<file path="config.mk">
export PLATFORM = sky130hd
export DESIGN_NAME = vga_scan_gen
export DESIGN_NICKNAME = d
export VERILOG_FILES = /design/src/rtl/vga_timing_pkg.sv /design/src/rtl/sync_delay_line.sv /design/src/rtl/vga_scan_gen.sv
export SDC_FILE = /design/constraint.sdc
export NUM_CORES = 1
export LEC_CHECK = 0
export ABC_AREA = 1
export CAP_MARGIN = 20
export CORE_MARGIN = 2
export CORE_UTILIZATION = 40
export DETAILED_ROUTE_END_ITERATION = 8
export HOLD_SLACK_MARGIN = 0.15
export PLACE_DENSITY_LB_ADDON = 0.2
export SLEW_MARGIN = 40
export SYNTH_ARGS = -nofsm -noshare
export SYNTH_HDL_FRONTEND = slang
export SYNTH_SLANG_ARGS = --single-unit
</file>
<file path="constraint.sdc">
create_clock -name clk -period 1.57 [get_ports clk]
set_input_delay 0.314 -clock clk [delete_from_list [all_inputs] [get_ports clk]]
set_output_delay 0.314 -clock clk [all_outputs]
set_load 0.01 [all_outputs]
</file>
<file path="src/rtl/vga_timing_pkg.sv">
// Shared 1440x900 scan timing constants, scan-control payload and window helper.
package vga_timing_pkg;

    localparam int unsigned CNT_W = 11;
    localparam int unsigned COL_W = 4;

    localparam int unsigned VGA_H_ACTIVE = 1440;
    localparam int unsigned VGA_H_FP     = 80;
    localparam int unsigned VGA_H_SYNC   = 152;
    localparam int unsigned VGA_H_BP     = 232;
    localparam int unsigned VGA_H_TOTAL  = VGA_H_ACTIVE + VGA_H_FP + VGA_H_SYNC + VGA_H_BP;

    localparam int unsigned VGA_V_ACTIVE = 900;
    localparam int unsigned VGA_V_FP     = 3;
    localparam int unsigned VGA_V_SYNC   = 6;
    localparam int unsigned VGA_V_BP     = 25;
    localparam int unsigned VGA_V_TOTAL  = VGA_V_ACTIVE + VGA_V_FP + VGA_V_SYNC + VGA_V_BP;

    localparam logic VGA_HS_POL = 1'b0;
    localparam logic VGA_VS_POL = 1'b1;

    localparam int unsigned VGA_DRAW_LAT = 1;

    typedef struct packed {
        logic active;
        logic hsync;
        logic vsync;
    } scan_ctl_t;

    localparam int unsigned SCAN_CTL_W = $bits(scan_ctl_t);

    // Half-open window test lo <= pos < hi in counter-width arithmetic.
    function automatic logic in_window(input logic [CNT_W-1:0] pos,
                                       input logic [CNT_W-1:0] lo,
                                       input logic [CNT_W-1:0] hi);
        return (pos >= lo) && (pos < hi);
    endfunction

endpackage

</file>
<file path="src/rtl/sync_delay_line.sv">
// Enable-gated shift register of DEPTH stages; every stage resets to IDLE.
module sync_delay_line #(
    parameter int unsigned     WIDTH = 3,
    parameter int unsigned     DEPTH = 1,
    parameter logic [WIDTH-1:0] IDLE = '0
) (
    input  logic             clk,
    input  logic             rst_n,
    input  logic             en_i,
    input  logic [WIDTH-1:0] data_i,
    output logic [WIDTH-1:0] data_o
);

    if (DEPTH == 0) begin : g_pass
        assign data_o = data_i;
    end else begin : g_pipe
        logic [WIDTH-1:0] stage_q [DEPTH];

        always_ff @(posedge clk or negedge rst_n) begin
            if (!rst_n) begin
                for (int i = 0; i < int'(DEPTH); i++) stage_q[i] <= IDLE;
            end else if (en_i) begin
                stage_q[0] <= data_i;
                for (int i = 1; i < int'(DEPTH); i++) stage_q[i] <= stage_q[i-1];
            end
        end

        assign data_o = stage_q[DEPTH-1];
    end

endmodule

</file>
<file path="src/rtl/vga_scan_gen.sv">
// VGA raster scan generator: position counters, sync/active pipeline matched to
// the renderer latency, and registered colour/sync outputs.
module vga_scan_gen
    import vga_timing_pkg::*;
#(
    parameter int unsigned H_ACTIVE = VGA_H_ACTIVE,
    parameter int unsigned H_FP     = VGA_H_FP,
    parameter int unsigned H_SYNC   = VGA_H_SYNC,
    parameter int unsigned H_BP     = VGA_H_BP,
    parameter int unsigned V_ACTIVE = VGA_V_ACTIVE,
    parameter int unsigned V_FP     = VGA_V_FP,
    parameter int unsigned V_SYNC   = VGA_V_SYNC,
    parameter int unsigned V_BP     = VGA_V_BP,
    parameter logic        HS_POL   = VGA_HS_POL,
    parameter logic        VS_POL   = VGA_VS_POL,
    parameter int unsigned DRAW_LAT = VGA_DRAW_LAT
) (
    input  logic        clk,
    input  logic        rst,
    input  logic        pix_en,
    input  logic [3:0]  draw_r,
    input  logic [3:0]  draw_g,
    input  logic [3:0]  draw_b,
    output logic [10:0] curr_x,
    output logic [10:0] curr_y,
    output logic        hsync,
    output logic        vsync,
    output logic [3:0]  vga_r,
    output logic [3:0]  vga_g,
    output logic [3:0]  vga_b,
    output logic        frame_start
);

    localparam int unsigned H_TOTAL = H_ACTIVE + H_FP + H_SYNC + H_BP;
    localparam int unsigned V_TOTAL = V_ACTIVE + V_FP + V_SYNC + V_BP;

    localparam logic [CNT_W-1:0] H_LAST   = CNT_W'(H_TOTAL - 1);
    localparam logic [CNT_W-1:0] V_LAST   = CNT_W'(V_TOTAL - 1);
    localparam logic [CNT_W-1:0] H_ACT    = CNT_W'(H_ACTIVE);
    localparam logic [CNT_W-1:0] V_ACT    = CNT_W'(V_ACTIVE);
    localparam logic [CNT_W-1:0] HS_START = CNT_W'(H_ACTIVE + H_FP);
    localparam logic [CNT_W-1:0] HS_END   = CNT_W'(H_ACTIVE + H_FP + H_SYNC);
    localparam logic [CNT_W-1:0] VS_START = CNT_W'(V_ACTIVE + V_FP);
    localparam logic [CNT_W-1:0] VS_END   = CNT_W'(V_ACTIVE + V_FP + V_SYNC);

    localparam scan_ctl_t IDLE_CTL = '{active: 1'b0, hsync: ~HS_POL, vsync: ~VS_POL};

    logic [CNT_W-1:0]   x_q, x_d, y_q, y_d;
    logic               hs_q, hs_d, vs_q, vs_d, fs_q, fs_d;
    logic [3*COL_W-1:0] rgb_q, rgb_d;
    scan_ctl_t          raw_c, dly_c;

    // Undelayed control for the position currently on the counters.
    always_comb begin
        raw_c.active = (x_q < H_ACT) && (y_q < V_ACT);
        raw_c.hsync  = in_window(x_q, HS_START, HS_END) ? HS_POL : ~HS_POL;
        raw_c.vsync  = in_window(y_q, VS_START, VS_END) ? VS_POL : ~VS_POL;
    end

    // First DRAW_LAT stages; the output register below supplies the last one.
    sync_delay_line #(
        .WIDTH (SCAN_CTL_W),
        .DEPTH (DRAW_LAT),
        .IDLE  (IDLE_CTL)
    ) u_sync_delay (
        .clk    (clk),
        .rst_n  (rst),
        .en_i   (pix_en),
        .data_i (raw_c),
        .data_o (dly_c)
    );

    always_comb begin
        x_d   = x_q;
        y_d   = y_q;
        hs_d  = hs_q;
        vs_d  = vs_q;
        rgb_d = rgb_q;
        fs_d  = 1'b0;
        if (pix_en) begin
            if (x_q == H_LAST) begin
                x_d = '0;
                if (y_q == V_LAST) begin
                    y_d  = '0;
                    fs_d = 1'b1;
                end else begin
                    y_d = y_q + CNT_W'(1);
                end
            end else begin
                x_d = x_q + CNT_W'(1);
            end
            // Renderer colour for the delayed position arrives now; blank outside active.
            hs_d  = dly_c.hsync;
            vs_d  = dly_c.vsync;
            rgb_d = dly_c.active ? {draw_r, draw_g, draw_b} : '0;
        end
    end

    always_ff @(posedge clk or negedge rst) begin
        if (!rst) begin
            x_q   <= '0;
            y_q   <= '0;
            hs_q  <= ~HS_POL;
            vs_q  <= ~VS_POL;
            rgb_q <= '0;
            fs_q  <= 1'b0;
        end else begin
            x_q   <= x_d;
            y_q   <= y_d;
            hs_q  <= hs_d;
            vs_q  <= vs_d;
            rgb_q <= rgb_d;
            fs_q  <= fs_d;
        end
    end

    assign curr_x      = x_q;
    assign curr_y      = y_q;
    assign hsync       = hs_q;
    assign vsync       = vs_q;
    assign vga_r       = rgb_q[3*COL_W-1:2*COL_W];
    assign vga_g       = rgb_q[2*COL_W-1:COL_W];
    assign vga_b       = rgb_q[COL_W-1:0];
    assign frame_start = fs_q;

endmodule

</file>
==> results.toml <==
[detailed_routing]
viasPerCell = 4.76
vias = 2078
drt_pass1_iterations = 4
wirelength_um = 5390
wl_per_cell_um = 12.3
antenna_left = 0
drc = 0
first_iter_violations = 145

[sta]
hold_viol = 0
worst_pin_slew_ps = 424
clock_skew_ps = 2.72
fmax_mhz = 655
min_period_over_period_pct = 97.3
period_needed_ps = 1530
hold_ws_ps = 464
setup_viol = 0
rsz0062_at_grt = "false"
max_slew_margin_pct = 71.7
slew_violations = 0

[outcome]
outcome = "finished, final reports clean"

[placed_design]
dp.cells = 412
dpl.hpwl_um = 3700
gp_congestion = 0.814
port_buffers = 51
placed_cell_area_um2 = 2820

[finish]
num_antenna_cells = 0
fin_area_um2 = 3120
fin_util_pct = 60.6
area_growth_pct = 44.7
layoutNonFillerInstCount = 437
drive_gt1_share_pct = 16.6
finalNetCount = 384

[grt]
grt_use_total_pct = 19.1
grt_max_degree = 41
grt_antenna_before_repair = 0
grt_pass1_vias = 2013
grt_pass1_wl_um = 9250
overflow = 0

[setup_path]
slowest_stage = "clkdlybuf4s50_1"
worstReg2RegStart = "curr_x[4]"
criticalPathCategory = "reg -> out"
slowest_delay_ps = 540
critPathBufInv = 1
cp_top_family = "buffers and inverters"
worstReg2RegEnd = "curr_y[1]"
cp_data_required_time_ps = 1260
rr_worst_depth = 7
start_kind = "flip-flop"
worstPathArrival_ps = 1210
cp-end-kind = "primary output"
crit_fanout = 2
reg2reg_slack_ps = 100
cp_cell_sequence = "clkdlybuf4s50_1"

[power_and_ir_drop]
power.total_mw = 4.07
power.switching_mw = 1.42
power_density_nw_per_um2 = 1310
p_sw_share_pct = 34.8
intPower_mw = 2.65
pwr-share-clk_pct = 22.7
p_seq_share_pct = 36.9
p_leak_nw = 1.62
ir_worst_vdd_uv = 666
power_frac_comb_pct = 40.4

[yosys]
ys_ff_latch = 40
synth_most_common_cell = "nand2_1"
syn_nets = 305
synth-edff-count = 0
ys_warn_count = 0
synth_ff_type = "dfrtp_1"
ys_top_cells_by_count = "106 x nand2_1, 38 x dfrtp_1, 32 x nor2_1"
yosysTopAreaCell = "dfrtp_1"
syn_area_um2 = 2150
synthDistinctLibCells = 25
async_flop_share_pct = 100
synth_area_leaders = "dfrtp_1 44%, nand2_1 18%, nand3_1 7.0%"
synth_seq_area_share_pct = 46.6
synthCells = 287
syn_area_per_cell_um2 = 7.50
synth_top_area_share_pct = 44.2

[min_path]
holdPathStages = 2
hold_path.class = "reg -> reg"
hold_end = "hsync"
min-delay-start = "hsync"

[floorplanning]
ios = 52
die_w_um = 77.4
die_h_um = 77.4
start_util_pct = 41.9
rows = 26
design.core.area_um2 = 5140
fp.dieArea_um2 = 5990

[clock_tree]
clock_latency_ps = 290
numCtsBuffers = 5
clkTransAtPathRegs_ps = 80
cts_tree = "built"
htreeDepth = 2
cts_root_buffer = "clkbuf_8"
cts_sinks = 40
clockBufferDepth = 2

[flow_run]
drv_cap = 0
[state kept, by name (all words and copies together), names as in the netlist]
register             flops
curr_y                  11
u_sync_delay.data_o      3
frame_start              1
vsync                    1
curr_x                  11
hsync                    1
rgb_q                   12
[metrics by stage]
| step | setup TNS, ps | setup WS [ps] |
|---|---|---|
| 6_report | 0 | 42.6 |
| 5_1_grt | 0 | 0.0856 |
| 4_1_cts | 0 | 5.04 |
| 3_5_place_dp | -930 | -102 |
| 3_3_place_gp | -576 | -76.8 |
| 2_1_floorplan | 0 | 109 |
[worst max-delay path by stage]
stage	from	to	slack [ps]	depth (start not counted)
after floorplan	curr_x[0]	curr_y[0]	110	7
after CTS	curr_x[2]	curr_x[2]	5	1
final	curr_x[10]	curr_x[10]	40	1
after global placement	pix_en	curr_x[8]	-80	7
after detailed placement	pix_en	curr_x[8]	-100	7
after global routing	curr_y[1]	curr_y[1]	0.09	1
[power by group through the flow]
stage | combinational [mW] | sequential, mW | clock, mW
5_1_grt | 1.83 | 1.55 | 0.995
2_1_floorplan | 0.654 | 1.62 | 0
3_3_place_gp | 1.36 | 1.60 | 0
6_report | 1.64 | 1.50 | 0.924
4_1_cts | 1.62 | 1.50 | 0.941
3_5_place_dp | 1.38 | 1.60 | 0
[cell families (layout without fill, tap and decap cells)]
kind of cell / Yosys count / count (layout) / share of synthesized area, %
fa+ha+maj: 3 / 3 / 1.74
xor+xnor: 4 / 4 / 1.63
buf+inv: 37 / 116 / 7.55
flops: 40 / 40 / 46.6
compound gates: 16 / 16 / 3.72
simple gates: 187 / 188 / 38.8
[area by class of cell]
class,instances,area (um^2)
inverter,28,105
clock buffer,7,96.3
sequential,40,1010
tap,70,87.6
multi-input combinational,211,1020
timing repair buffer,80,763
clock inverter,1,30.0
fill,493,2020
[layer usage]
layer	track usage (%)	routed length (um)
met4	4.82	41
met3	3.60	208
met5	0	0
met2	32.9	2720
met1	24.8	2420
[repair_timing]
item	4_1_cts	5_1_grt
endpoints found under the setup margin	20	17
buffers inserted	14	1
hold buffers	1	0
gates cloned	0	1
pin swaps	0	2
hold endpoints to repair	38	0
gates resized for setup	16	9
[cell usage in the layout, fill, tap and decap left out, types with 3 or more instances in the layout]
master and instances:
dlymetal6s2s_1 4, clkdlybuf4s50_1 38, nor2_4 3, inv_1 27
nor3_1 3, dlygate4sd2_1 8, nor2_1 30, a21oi_1 6
buf_4 25, buf_12 3, nor2_2 3, nand2_1 106
dfrtp_2 8, clkbuf_8 7, o21ai_0 10, nand3_1 30
dfrtp_1 30, nand4_1 5, xor2_1 4
(Power assumes the default switching activity.)
